## src/rtl/systolic_operand_feeder.sv

```systemverilog
// systolic_operand_feeder: holds operand matrices A and B and streams them into a systolic array one beat per cycle
module systolic_operand_feeder #(
   parameter int DATAWIDTH  = 16,
   parameter int N_SIZE     = 5,
   parameter int GAP_CYCLES = 10
) (
   input  logic                              clk,
   input  logic                              rst_n,
   input  logic                              wr_en,
   input  logic                              wr_sel,
   input  logic [$clog2(N_SIZE*N_SIZE)-1:0]  wr_addr,
   input  logic [DATAWIDTH-1:0]              wr_data,
   output logic                              wr_err,
   input  logic                              start,
   output logic                              busy,
   output logic                              done,
   output logic                              valid_out,
   output logic [N_SIZE*DATAWIDTH-1:0]       matrix_a_out,
   output logic [N_SIZE*DATAWIDTH-1:0]       matrix_b_out
);
   localparam int NN = N_SIZE * N_SIZE;
   localparam int AW = $clog2(NN);
   localparam int KW = N_SIZE > 1 ? $clog2(N_SIZE) : 1;
   localparam int GW = GAP_CYCLES > 1 ? $clog2(GAP_CYCLES) : 1;
   localparam logic [1:0] IDLE   = 2'd0;
   localparam logic [1:0] STREAM = 2'd1;
   localparam logic [1:0] GAP    = 2'd2;

   logic [1:0]                  state;
   logic [KW-1:0]               k;
   logic [KW-1:0]               nk;
   logic [GW-1:0]               gap_cnt;
   logic [DATAWIDTH-1:0]        bank_a [NN];
   logic [DATAWIDTH-1:0]        bank_b [NN];
   logic [N_SIZE*DATAWIDTH-1:0] beat_a;
   logic [N_SIZE*DATAWIDTH-1:0] beat_b;
   logic                        wr_ok;
   logic                        last_beat;
   logic                        gap_end;

   // next beat index: beat 0 on a start from IDLE, otherwise the one after the beat on the bus
   always_comb begin
      nk        = (state == IDLE) ? '0 : k + 1'b1;
      last_beat = (k == KW'(N_SIZE - 1));
      gap_end   = (gap_cnt == GW'(GAP_CYCLES - 1));
      wr_ok     = wr_en && (state == IDLE) && !start && (32'(wr_addr) < NN);
   end

   // beat nk: slice i of A is column element A[i][nk], slice j of B is row element B[nk][j]
   for (genvar i = 0; i < N_SIZE; i++) begin : g_slice
      assign beat_a[i*DATAWIDTH +: DATAWIDTH] = bank_a[AW'(i * N_SIZE) + AW'(nk)];
      assign beat_b[i*DATAWIDTH +: DATAWIDTH] = bank_b[AW'(nk) * AW'(N_SIZE) + AW'(i)];
   end

   // operand banks: writes commit only in IDLE without a competing start; anything else flags wr_err
   always_ff @(posedge clk or negedge rst_n) begin
      if (!rst_n) begin
         for (int n = 0; n < NN; n++) begin
            bank_a[n] <= '0;
            bank_b[n] <= '0;
         end
         wr_err <= 1'b0;
      end else begin
         wr_err <= wr_en && !wr_ok;
         if (wr_ok && !wr_sel) bank_a[wr_addr] <= wr_data;
         if (wr_ok && wr_sel) bank_b[wr_addr] <= wr_data;
      end
   end

   // run sequencer: IDLE -> STREAM for N_SIZE beats -> GAP for GAP_CYCLES cycles -> IDLE
   always_ff @(posedge clk or negedge rst_n) begin
      if (!rst_n) begin
         state        <= IDLE;
         k            <= '0;
         gap_cnt      <= '0;
         busy         <= 1'b0;
         done         <= 1'b0;
         valid_out    <= 1'b0;
         matrix_a_out <= '0;
         matrix_b_out <= '0;
      end else begin
         done <= 1'b0;
         case (state)
            IDLE: begin
               if (start) begin
                  state        <= STREAM;
                  k            <= '0;
                  busy         <= 1'b1;
                  valid_out    <= 1'b1;
                  matrix_a_out <= beat_a;
                  matrix_b_out <= beat_b;
               end
            end
            STREAM: begin
               if (last_beat) begin
                  state        <= (GAP_CYCLES == 0) ? IDLE : GAP;
                  busy         <= (GAP_CYCLES != 0);
                  gap_cnt      <= '0;
                  done         <= 1'b1;
                  valid_out    <= 1'b0;
                  matrix_a_out <= '0;
                  matrix_b_out <= '0;
               end else begin
                  k            <= nk;
                  matrix_a_out <= beat_a;
                  matrix_b_out <= beat_b;
               end
            end
            GAP: begin
               if (gap_end) begin
                  state <= IDLE;
                  busy  <= 1'b0;
               end else begin
                  gap_cnt <= gap_cnt + 1'b1;
               end
            end
            default: state <= IDLE;
         endcase
      end
   end
endmodule

```

## config.mk

```make
export PLATFORM = sky130hd
export DESIGN_NAME = systolic_operand_feeder
export DESIGN_NICKNAME = d
export VERILOG_FILES = /design/src/rtl/systolic_operand_feeder.sv
export SDC_FILE = /design/constraint.sdc
export NUM_CORES = 2
export LEC_CHECK = 0
export CORE_AREA = 8 8 357 359
export CTS_CLUSTER_DIAMETER = 200
export DETAILED_ROUTE_END_ITERATION = 6
export DIE_AREA = 0 0 365 367
export DONT_BUFFER_PORTS = 1
export PLACE_DENSITY = 0.64
export SYNTH_ARGS = -nofsm -noshare
export SYNTH_HDL_FRONTEND = slang
export SYNTH_SLANG_ARGS = --single-unit
```

## constraint.sdc

```tcl
create_clock -name clk -period 11.5 [get_ports clk]
set_input_delay 1.15 -clock clk [delete_from_list [all_inputs] [get_ports clk]]
set_output_delay 1.15 -clock clk [all_outputs]
set_load 0.01 [all_outputs]
```

==> results.md <==
- Status: finished with violations
- Failing checks: DRC
- Worst path cell trace: buf_12, inv_1, ha_4, o21ai_4, inv_6, ha_1, ha_1, buf_4, nand2_1, o221ai_1, nor2_1, a311oi_1
- Layout cells sized above 1: 30.3%
- Number of I/O port buffers: 0
- Max stage delay on crit path: 1130 ps
- Final TNS setup: 0 ps
- Area delta synth->final: 8.02%
- Crit-path leading delay family: adder cells
- Synth top area share: 40.2%
- Ports: 190
- CTS Root Buffer Type: clkbuf_16
- Synth Cell Area: 60,500 sq um
- GRT overflow: 0
- Clock-pin slew on the worst setup and hold paths: 60 ps
- GRT Total Usage: 33.1%
- Final period utilization: 59.3%
- Final setup fails: 0
- Placed cell area: 61,500 sq um
- Cell at the slowest stage of the critical path: dfrtp_4
- Initial antenna violation count: 5
- Critical Path AT: 7460 ps
- CP most frequent cell: ha_1
- Die extent in y: 367 um
- Final Skew: 35.2 ps
- Detailed Routing Iterations Pass 1: 7
- CP startpoint kind: flip-flop
- Clock tree buffer depth: 3
- Min Tclk post-route: 6820 ps
- Worst-case headroom to the max-slew limit: 18.5%
- Drt first-iter violations: 7,081
- Ys flop type: dfrtp_1
- Maximum number of pins on one net before global-route repair: 237
- # clock sinks: 973
- CTS tree: done
- Main combinational cell family by area after synthesis: multiplexers
- Yosys top cell by area: dfrtp_1
- Max_cap viols: 0
- Final hold viol count: 0
- Worst-margin pin slew: 1220 ps
- Final Instance Area: 65,400 sq um
- Post-CTS Repair Setup Buffers: 0
- Stages on worst setup path: 12
- FMAX: 0.147 GHz
- Yosys Warn Count: 0
- Unrepaired setup endpoints after global routing: false
- Count of pins over their slew limit: 0
- Post-DP HPWL: 142,000 um
- DRC viols: 1
- Hold crit path type: primary input to async pin
- Adder-Cell Fraction of Synth Area: 0.331%
- CP Buf/Inv Count: 4
- Yosys reg bits: 973
- CTS HTree Levels: 3
- NumNets Final: 5,123
- Diode count: 0
- Die width: 365 um
- Most common library cells after synthesis: 973 x dfrtp_1, 924 x mux2_2, 541 x nand2_1
- Compound-gate portion of the synthesized area: 13.0%
- XOR/XNOR share of the synthesized area: 0.455%
- Post-synthesis mux area share: 33.1%
- Critical Path Start: k[0]
- Unique cell type count in the Yosys netlist: 79
- Post-DRT Antenna Nets: 0
- Mean post-synth cell area: 11.2 sq um
- Placed Instances: 6,592
- Async SR Flop Fraction: 100%
- Crit Path Class: flip-flop to flip-flop
- Count leader, synth: dfrtp_1
- Simple-Gate Fraction of Synth Area: 8.88%
- CTS Buf Count: 111
- Post-Syn Instances: 5,408
- Net Count, Synth: 5,450
- Routed WL: 229,000 um
- Routed wire per std cell: 33.6 um
- Crit-path max FO: 142
- Worst path required time: 12,140 ps
- Clk_lat worst skew: 760 ps
- Register area share after synthesis: 40.2%
- R2R Path Start: k[0]
- Number of synthesized flops with an enable pin: 0
- Core area: 121,000 sq um
- Die area: 134,000 sq um
- CTS resizes: 0
- Row cnt: 128
- Via density: 7.15
- Starting Density: 49.9%
- Fillers: 10,500
- First-pass GRT wire length: 332,000 um
- Finished Layout Cells: 6,793
- Via count: 48,600
- Worst setup EP type: flip-flop
- Routability cong.: 0.944
- R2R depth: 12
- Number of global-route vias before repair: 45,100
- Hold Buf Count CTS: 0
- Leading post-synthesis cells by cell area: dfrtp_1 40%, mux2_2 17%, mux4_2 9.7%, mux2i_1 6.0%, nand2_1 3.4%
final timing paths:
check                      slack, ps          endpoint
setup reg to reg                4680  matrix_b_out[70]
max in group asynchronous       7850       bank_a[308]
min in group clk                 520       bank_a[103]
hold / removal                    90  matrix_b_out[52]
setup / recovery                4680  matrix_b_out[70]
hold reg to reg                  520       bank_a[103]
layout by cell type, fill, tap and decap left out, drive strengths merged, types with 41 or more instances in the layout:
master  count
clkbuf    162
a221oi    111
a31oi      83
o22ai     186
o21ai     223
nor3       46
nand2     546
buf       108
nand3      95
a21oi     174
a211oi     41
nor2      121
mux2      924
dfrtp     973
mux2i     364
nand2b    133
a22o       62
mux4      265
and3       47
kinds of logic (layout without fill, tap and decap cells):
family,Yosys count,in the layout
and+or+nand+nor,1130,1130
AOI/OAI and AO/OA,1148,1148
DFF,973,973
muxes,1553,1553
buffers and inverters,566,326
adders and majority gates,16,16
xor gates and xnor gates,22,22
layer usage:
metal  GRT usage [%]  vias to the layer above  share of wire, %
li1                -                    20000                 -
met5               0                        -            0.0039
met2            43.8                     3306                40
met1            47.4                    24800                40
met3            15.0                      499                16
met4            11.8                        2               4.1
flip-flops by register name, summed over array words and instances, names as in the netlist:
register and count:
gap_cnt 4, state 2, busy 1, matrix_a_out 80
done 1, bank_a 400, valid_out 1, wr_err 1
matrix_b_out 80, k 3, bank_b 400
per-stage QoR:
step	hold slack [ps]	setup WS, ps	utilization (%)
final	91.5	4680	53.9
after global routing	81.7	4510	53.9
after CTS	63.9	4920	53.8
after detailed placement	513	4940	50.7
after global placement	505	5010	50.7
after floorplan	490	6370	-
layout make-up:
cell class	count	area, sq um	area share (%)
clock buffer	162	3200	4.89
clock inverter	38	608	0.930
inverter	18	81.3	0.124
multi-input combinational	3869	34100	52.2
sequential	973	24400	37.2
tap	1625	2030	3.11
timing repair buffer	108	1010	1.54
Power is left out: the tool's default activity adds up to more than one toggle a clock period on the data nets, which glitch-free logic cannot reach.
